==> src/rtl/dcache_pkg.sv <==
// Shared types and address-field helpers for the direct-mapped write-through data cache.
package dcache_pkg;

  typedef enum logic [1:0] {
    IDLE  = 2'd0,
    FILL  = 2'd1,
    WRITE = 2'd2
  } state_e;

  localparam int LINES_DEF = 16;
  localparam int WPL_DEF   = 4;
  localparam int OFFSET_W  = $clog2(WPL_DEF);
  localparam int INDEX_W   = $clog2(LINES_DEF);
  localparam int TAG_W     = 30 - OFFSET_W - INDEX_W;

  // Helpers return right-justified fields; callers slice to their own widths.
  function automatic logic [31:0] addr_offset(logic [31:0] a, int ow);
    return (a >> 2) & ((32'd1 << ow) - 32'd1);
  endfunction

  function automatic logic [31:0] addr_index(logic [31:0] a, int ow, int iw);
    return (a >> (2 + ow)) & ((32'd1 << iw) - 32'd1);
  endfunction

  function automatic logic [31:0] addr_tag(logic [31:0] a, int ow, int iw);
    return a >> (2 + ow + iw);
  endfunction

endpackage

==> src/rtl/dcache_array.sv <==
// Valid bits, tag RAM and data RAM: combinational read, synchronous writes.
module dcache_array #(
  parameter int LINES = 16,
  parameter int WPL   = 4,
  parameter int TAG_W = 24
) (
  input  logic                     clk,
  input  logic                     rst,
  input  logic [$clog2(LINES)-1:0] idx,
  input  logic [$clog2(WPL)-1:0]   rd_off,
  input  logic [$clog2(WPL)-1:0]   wr_off,
  input  logic                     we,
  input  logic [31:0]              wr_data,
  input  logic                     inval,
  input  logic                     set,
  input  logic [TAG_W-1:0]         set_tag,
  output logic                     rd_valid,
  output logic [TAG_W-1:0]         rd_tag,
  output logic [31:0]              rd_word
);

  logic [LINES-1:0] valid_q;
  logic [TAG_W-1:0] tag_q  [LINES];
  logic [31:0]      data_q [LINES][WPL];

  // Reset wins over a same-edge line completion so an interrupted fill stays invalid.
  always_ff @(posedge clk) begin
    if (rst)        valid_q <= '0;
    else if (inval) valid_q[idx] <= 1'b0;
    else if (set)   valid_q[idx] <= 1'b1;
  end

  always_ff @(posedge clk) begin
    if (set) tag_q[idx] <= set_tag;
    if (we)  data_q[idx][wr_off] <= wr_data;
  end

  assign rd_valid = valid_q[idx];
  assign rd_tag   = tag_q[idx];
  assign rd_word  = data_q[idx][rd_off];

endmodule

==> src/rtl/dcache_mem_stage.sv <==
// MEM-stage data cache: zero-latency read hits, line fill on read miss, write-through stores.
module dcache_mem_stage
  import dcache_pkg::*;
#(
  parameter int LINES          = LINES_DEF,
  parameter int WORDS_PER_LINE = WPL_DEF
) (
  input  logic        clk,
  input  logic        rst,
  input  logic [31:0] address,
  input  logic [31:0] writeData,
  input  logic        MemRead,
  input  logic        MemWrite,
  output logic [31:0] readData,
  output logic        hit,
  output logic        stall,
  output logic [31:0] memAddr,
  output logic        memReq,
  output logic        memWe,
  output logic [31:0] memWData,
  input  logic [31:0] memRData,
  input  logic        memAck
);

  localparam int OW = $clog2(WORDS_PER_LINE);
  localparam int IW = $clog2(LINES);
  localparam int TW = 30 - OW - IW;
  localparam logic [OW-1:0] LAST = OW'(WORDS_PER_LINE - 1);

  state_e state_q, state_d;
  logic [OW-1:0] cnt_q, cnt_d;

  logic [31:0] off_full, idx_full, tag_full;
  logic [OW-1:0] off, wr_off;
  logic [IW-1:0] idx;
  logic [TW-1:0] tag, rd_tag;
  logic [31:0] rd_word, wr_data;
  logic rd_valid, access, lookup_hit, arr_we, inval, line_set;
  logic unused_bits;

  assign off_full = addr_offset(address, OW);
  assign idx_full = addr_index(address, OW, IW);
  assign tag_full = addr_tag(address, OW, IW);
  assign off = off_full[OW-1:0];
  assign idx = idx_full[IW-1:0];
  assign tag = tag_full[TW-1:0];
  assign unused_bits = ^{off_full[31:OW], idx_full[31:IW], tag_full[31:TW]};

  assign access     = MemRead | MemWrite;
  assign lookup_hit = access && rd_valid && (rd_tag == tag);
  assign hit        = lookup_hit;
  assign readData   = access ? rd_word : 32'd0;

  dcache_array #(.LINES(LINES), .WPL(WORDS_PER_LINE), .TAG_W(TW)) u_array (
    .clk      (clk),
    .rst      (rst),
    .idx      (idx),
    .rd_off   (off),
    .wr_off   (wr_off),
    .we       (arr_we),
    .wr_data  (wr_data),
    .inval    (inval),
    .set      (line_set),
    .set_tag  (tag),
    .rd_valid (rd_valid),
    .rd_tag   (rd_tag),
    .rd_word  (rd_word)
  );

  always_ff @(posedge clk) begin
    if (rst) begin
      state_q <= IDLE;
      cnt_q   <= '0;
    end else begin
      state_q <= state_d;
      cnt_q   <= cnt_d;
    end
  end

  always_comb begin
    state_d = state_q;
    cnt_d   = cnt_q;
    unique case (state_q)
      IDLE: begin
        if (MemWrite) state_d = WRITE;
        else if (MemRead && !lookup_hit) begin
          state_d = FILL;
          cnt_d   = '0;
        end
      end
      FILL: begin
        if (memAck) begin
          cnt_d = cnt_q + 1'b1;
          if (cnt_q == LAST) state_d = IDLE;
        end
      end
      WRITE:   if (memAck) state_d = IDLE;
      default: state_d = IDLE;
    endcase
  end

  always_comb begin
    stall    = 1'b0;
    memReq   = 1'b0;
    memWe    = 1'b0;
    memAddr  = 32'd0;
    memWData = 32'd0;
    arr_we   = 1'b0;
    wr_off   = off;
    wr_data  = writeData;
    inval    = 1'b0;
    line_set = 1'b0;
    unique case (state_q)
      IDLE: begin
        if (MemWrite) begin
          stall  = 1'b1;
          arr_we = lookup_hit;
        end else if (MemRead && !lookup_hit) begin
          // Drop the victim up front so a half-overwritten line never looks valid.
          stall = 1'b1;
          inval = 1'b1;
        end
      end
      FILL: begin
        stall    = 1'b1;
        memReq   = 1'b1;
        memAddr  = {address[31:2+OW], cnt_q, 2'b00};
        wr_off   = cnt_q;
        wr_data  = memRData;
        arr_we   = memAck;
        line_set = memAck && (cnt_q == LAST);
      end
      WRITE: begin
        stall    = !memAck;
        memReq   = 1'b1;
        memWe    = 1'b1;
        memAddr  = {address[31:2], 2'b00};
        memWData = writeData;
      end
      default: ;
    endcase
  end

endmodule

==> config.mk <==
export PLATFORM = sky130hd
export DESIGN_NAME = dcache_mem_stage
export DESIGN_NICKNAME = d
export VERILOG_FILES = /design/src/rtl/dcache_pkg.sv /design/src/rtl/dcache_array.sv /design/src/rtl/dcache_mem_stage.sv
export SDC_FILE = /design/constraint.sdc
export NUM_CORES = 2
export LEC_CHECK = 0
export ABC_CLOCK_PERIOD_IN_PS = 13000
export CAP_MARGIN = 20
export CORE_AREA = 2 2 654 591
export CTS_BUF_LIST = sky130_fd_sc_hd__clkbuf_16
export CTS_CLUSTER_DIAMETER = 40
export DETAILED_ROUTE_END_ITERATION = 8
export DIE_AREA = 0 0 656 593
export PLACE_DENSITY = 0.43
export SETUP_SLACK_MARGIN = 0.4
export SLEW_MARGIN = 30
export SYNTH_ARGS = -nofsm -noshare
export SYNTH_HDL_FRONTEND = slang
export SYNTH_SLANG_ARGS = --single-unit
==> constraint.sdc <==
create_clock -name clk -period 13 [get_ports clk]
set_input_delay 2.6 -clock clk [delete_from_list [all_inputs] [get_ports clk]]
set_output_delay 2.6 -clock clk [all_outputs]
set_load 0.01 [all_outputs]
==> results.sh <==
export IMPL_area_growth_pct=24.3
export IMPL_cts_buffers=376
export IMPL_synth_ff_type="edfxtp_1"
export IMPL_rsz0062_at_grt="no"
export IMPL_r2r_start="u_array.tag_q[13][16]"
export IMPL_finalSetupTns_ns=0
export IMPL_synth_top_cell_area_share=0.767
export IMPL_avgRoutedWirePerCell_um=29.0
export IMPL_initial_core_util=0.249
export IMPL_port_buffers=196
export IMPL_h_tree_depth=5
export IMPL_p_per_area_nw_per_um2=171
export IMPL_drive_above_1_share=0.349
export IMPL_cts_setup_buffers=0
export IMPL_via_per_inst=4.55
export IMPL_die_width_um=656
export IMPL_final_area_um2=118000
export IMPL_critPathRequiredTime_ns=10.40
export IMPL_synth_area_leaders="edfxtp_1, mux4_2, mux2i_1"
export IMPL_grt_util_all_layers=0.146
export IMPL_top_level_ports=201
export IMPL_synth_commonest_cells="edfxtp_1, mux4_2, clkbuf_1"
export IMPL_dr_first_iter_drc_count=4448
export IMPL_grt_start_max_net_pins=94
export IMPL_drt_wl_total_um=290000
export IMPL_yosysMostFrequentCell="edfxtp_1"
export IMPL_clock_latency_ns=0.91
export IMPL_vias=45585
export IMPL_clock_root_buffer="clkbuf_16"
export IMPL_fin_crit_sh=0.795
export IMPL_syn_area_per_cell_um2=23.8
export IMPL_clock_skew_ns=0.0887
export IMPL_yosysUniqueCellTypes=64
export IMPL_fill_cells=36680
export IMPL_syn_area_um2=95200
export IMPL_place_gp_congestion=0.745
export IMPL_netlist_instances=4008
export IMPL_grt_ovfl_total=0
export IMPL_clkSinkCount=2452
export IMPL_synth_seq_cells=2452
export IMPL_hold_buffers=0
export IMPL_yosysWarnings=0
export IMPL_grt_pass1_wl_um=395000
export IMPL_drv_slew=0
export IMPL_crit_path_max_fanout=58
export IMPL_die_area_um2=389000
export IMPL_status="complete, but fails checks"
export IMPL_synth_edf_count=2432
export IMPL_synth_seq_area_share=0.771
export IMPL_synth_top_area_cell="edfxtp_1"
export IMPL_num_rows=216
export IMPL_ir_drop_uv=102
export IMPL_fin_crit_ns=10.34
export IMPL_max_slew_margin=0.309
export IMPL_core_um2=383000
export IMPL_layout_nets=4674
export IMPL_maxCapViolations=0
export IMPL_setup_viol=0
export IMPL_synthArstFlopShare=0
export IMPL_fin_util=0.309
export IMPL_cts_tree="built"
export IMPL_critPathLaunchType="input pin"
export IMPL_p_leak_nw=36.6
export IMPL_dpl_cell_area_um2=105000
export IMPL_antenna_found_initial=24
export IMPL_clock_fmax_mhz=96.7
export IMPL_arrival_ns=7.74
export IMPL_dr_pass1_iters=9
export IMPL_dp_hpwl_um=167000
export IMPL_drtAntennaViolNets=0
export IMPL_violations="DRC"
export IMPL_crit_start="address[5]"
export IMPL_multi_input_area_um2=21400
export IMPL_dieHeight_um=593
export IMPL_worst_pin_slew_ns=1.04
export IMPL_critPathCaptureType="output port"
export IMPL_clock_path_buffers=4
export IMPL_hold_path_class="reg -> reg"
export IMPL_path_class="in -> out"
export IMPL_clk_pin_slew_worst_paths_ns=0.05
export IMPL_register_area_um2=73400
export IMPL_cts_resized=0
export IMPL_drc=2
export IMPL_grt_pass1_vias=47536
export IMPL_hold_violations=0
critical path, cell delays in order:
cell             delay, ns
buf_8                 0.35
buf_4                 0.51
buf_4                 0.82
buf_4                 0.85
mux4_2                0.45
mux4_2                0.67
mux4_2                0.56
nor2b_1               0.16
clkdlybuf4s50_1       0.50
registers in the layout, indices dropped and copies added, names as in the netlist, named ones only:
| signal | cells |
|---|---|
| state_q | 2 |
| u_array.tag_q | 384 |
| cnt_q | 2 |
| u_array.data_q | 2048 |
where the power goes:
part	switching (mW)	leakage, nW	internal (mW)	total, mW
combinational	0.759	8.26	0.412	1.17
sequential	0.00204	22.0	8.82	8.82
clock	3.76	6.35	6.49	10.3
final cells by class:
cell class	count	area share
clock inverters	310	0.0278
multi-input cells	1322	0.181
diodes	7	0.000148
repair buffers	399	0.0338
flip-flops and latches	2452	0.621
inverters	17	0.000613
well taps	5123	0.0542
clock buffers	387	0.0818
layer usage:
metal / track usage / vias up / part of all wire
met2: 0.252 / 1266 / 0.50
met3: 0.0209 / 350 / 0.047
met5: 0 / - / 0
met4: 0.0362 / 0 / 0.024
met1: 0.193 / 25428 / 0.43
li1: - / 18541 / -
stage by stage:
step                      power (mW)  setup slack, ns  hold slack (ns)  instances
after floorplan                 9.56             4.40            0.473       4009
after global placement          10.2             2.58            0.491       9288
after detailed placement        10.2             2.59            0.498       9303
after CTS                       20.5             2.60            0.505      10000
after global routing            20.8             2.50            0.519      10012
final                           20.2             2.66            0.503      10017
path summary, 6_finish.rpt:
path	slack, ns	cells after the start	end
max	2.66	9	readData[6]
min	0.50	2	flip-flop
max reg2reg	6.80	11	u_array.data_q[8][36]
min reg2reg	0.50	2	flip-flop
cell usage in the layout (no fill, tap or decap), drive strengths merged, types with 4 or more instances in the layout:
master and instances:
buf 210, nand2 37, edfxtp 2432, nor2b 41
clkinvlp 46, a211oi 15, a22o 6, dfxtp 20
a21oi 15, inv 93, nand2b 7, a221oi 7
diode 7, a311oi 6, a31oi 8, o21ai 6
nor3 20, and3 4, nor2 109, clkdlybuf4s50 189
and2 62, bufinv 52, nor4 5, mux2i 74
a22oi 20, xor2 11, ha 5, nand3 22
mux2 38, xnor2 8, mux4 748, clkbuf 387
clkinv 136
cells by family (layout without fill, tap and decap cells):
family | count (synthesis) | in the layout | synth area share
adder cells (fa/ha/maj) | 5 | 5 | 0.000657
buffers and inverters | 235 | 1113 | 0.0106
AND/OR/NAND/NOR | 322 | 322 | 0.0172
AO/OA/AOI/OAI | 114 | 114 | 0.00920
XOR/XNOR | 19 | 19 | 0.00175
multiplexers | 860 | 860 | 0.189
flip-flops | 2452 | 2452 | 0.771
other | 1 | 9 | 0.0000394
(Power assumes the default switching activity.)
==> RTL edit (config.mk and constraints unchanged) <==
Reset style: asynchronous (`rst`), changed in 2 clocked blocks.
--- a/src/rtl/dcache_array.sv
+++ b/src/rtl/dcache_array.sv
@@ -26,3 +26,3 @@
   // Reset wins over a same-edge line completion so an interrupted fill stays invalid.
-  always_ff @(posedge clk) begin
+  always_ff @(posedge clk or posedge rst) begin
     if (rst)        valid_q <= '0;
--- a/src/rtl/dcache_mem_stage.sv
+++ b/src/rtl/dcache_mem_stage.sv
@@ -69,3 +69,3 @@
 
-  always_ff @(posedge clk) begin
+  always_ff @(posedge clk or posedge rst) begin
     if (rst) begin
Check against the original RTL: not settled (the Yosys comparison gave no result); the edit may change what the design does.
==> RTL edit against the unedited design <==
- the flow still finishes with violations (design-rule violations)
- synthesized area rose by 0.25%
- setup slack got worse by 0.13 ns
- power rose by 0.65%
- highest routed layer unchanged
- sequential cell count did not move
- final cell count fell by 0.65%
- routed wire length fell by 1.8%
- cell area fell by 1.1%
- critical path type unchanged
- fmax fell by 1.3%
==> RTL edit: results (changes against the unedited design) <==
Parameter                              Value

Critical path
  Critical Path Max Stage Delay    0.79 ns (-0.06 ns)
  Maximum fanout encountered on the critical timing path    57 (-1.7%)

Global route
  M3 GR Usage    2.47% (+0.38 points)
  Via count of the first global-routing pass    47625 (+0.19%)
  Global-route met1 utilization    19.4% (+0.14 points)
  GRT Total Usage    14.4% (-0.16 points)
  Maximum number of pins on one net before global-route repair    123 (+31%)
  Number of antenna violations at the first check in global routing    18 (-25%)

Layout
  Final layout net count    4640 (-0.73%)
  Layout cells sized above 1    34.0% (-0.98 points)
  Non-filler instance count after layout    9952 (-0.65%)

Drt
  Drt first pass iters    7 (-2)
  Routed wire length on met2    138000 microns (-5.1%)
  Detailed Route Iter0 Violations    4451 (+0.067%)
  Routed wire per std cell    28.6 microns (-1.1%)
  DRC violations left    8 (+6)

Logic synthesis
  Unique masters post-synth    69 (+7.8%)
  Mean post-synth cell area    23.7 sq um (-0.34%)
  Synth cell count leaders    2432 x edfxtp_1, 737 x mux4_2, 129 x clkbuf_1, 99 x nor2_1, 78 x mux2i_1
  Cell types occupying the most area after synthesis    edfxtp_1 77%, mux4_2 17%, mux2i_1 0.82%
  Async SR Flop Fraction    0.816% (+0.82 points)

Placed design
  Cell count after placement    9300 (-0.032%)
  Total half-perimeter wirelength after legalization and detailed placement    154000 microns (-7.5%)
  Final GP Congestion    0.716 (-4.0%)
  Cell area after placement    105000 sq um (about the same)
  Pre-CTS setup slack    2.49 ns (-0.0986 ns)

Outcome
  Failing checks    design-rule violations
  Run status    finished with violations

Timing
  Slew HR    26.3% (-4.6 points)
  Final clock skew    0.116 ns (+0.0277 ns)

Power
  Standby leakage power    36.0 nW (-1.6%)
  Maximum resistive drop on vdd    0.000105 V (+3.1%)

Clock network
  Total clock buffers created by CTS    354 (-5.9%)
[RTL edit: cell families (layout without fill, tap and decap cells)]
logic type / count (synthesis) / count (layout) / synth area share, %
AO/OA/AOI/OAI: 131 / 131 / 1.05
XOR/XNOR: 18 / 18 / 0.165
adder cells (fa/ha/maj): 5 / 5 / 0.0655
buffers and inverters: 242 / 1034 / 1.16
flip-flops: 2452 / 2452 / 77.0
multiplexers: 862 / 862 / 18.8
other: 1 / 6 / 0.00393
AND/OR/NAND/NOR: 321 / 321 / 1.68
[RTL edit: power by group]
part	switching, mW	internal [mW]	leakage [nW]	total (mW)
clock	3.72	5.88	5.83	9.61
sequential	0.0122	9.11	22.1	9.13
combinational	1.09	0.553	8.08	1.64
total	4.82	15.6	36.0	20.4
[RTL edit: worst paths after layout]
path / slack [ns] / startpoint / cells past startpoint / to
setup / recovery: 2.53 / address[5] / 13 / stall
hold / removal: 0.49 / flop / 1 / flop
setup reg to reg: 7.32 / u_array.tag_q[5][15]$_DFFE_PP_ / 11 / u_array.data_q[14][94]$_DFFE_PP_
hold reg to reg: 0.49 / flop / 1 / flop
max in group asynchronous: 9.94 / rst / 2 / cnt_q[1]$_DFFE_PP0P_
min in group asynchronous: 2.49 / rst / 2 / asynchronous set/reset pin
[RTL edit: final cells by class]
class | instances | area (sq um)
Clock buffer | 360 | 9010
Sequential cell | 2452 | 73500
Timing Repair Buffer | 368 | 3570
Multi-Input combinational cell | 1339 | 21400
Antenna cell | 4 | 10.0
Clock inverter | 287 | 2950
Inverter | 19 | 80.1
Fill cell | 36896 | 266000
Tap cell | 5123 | 6410
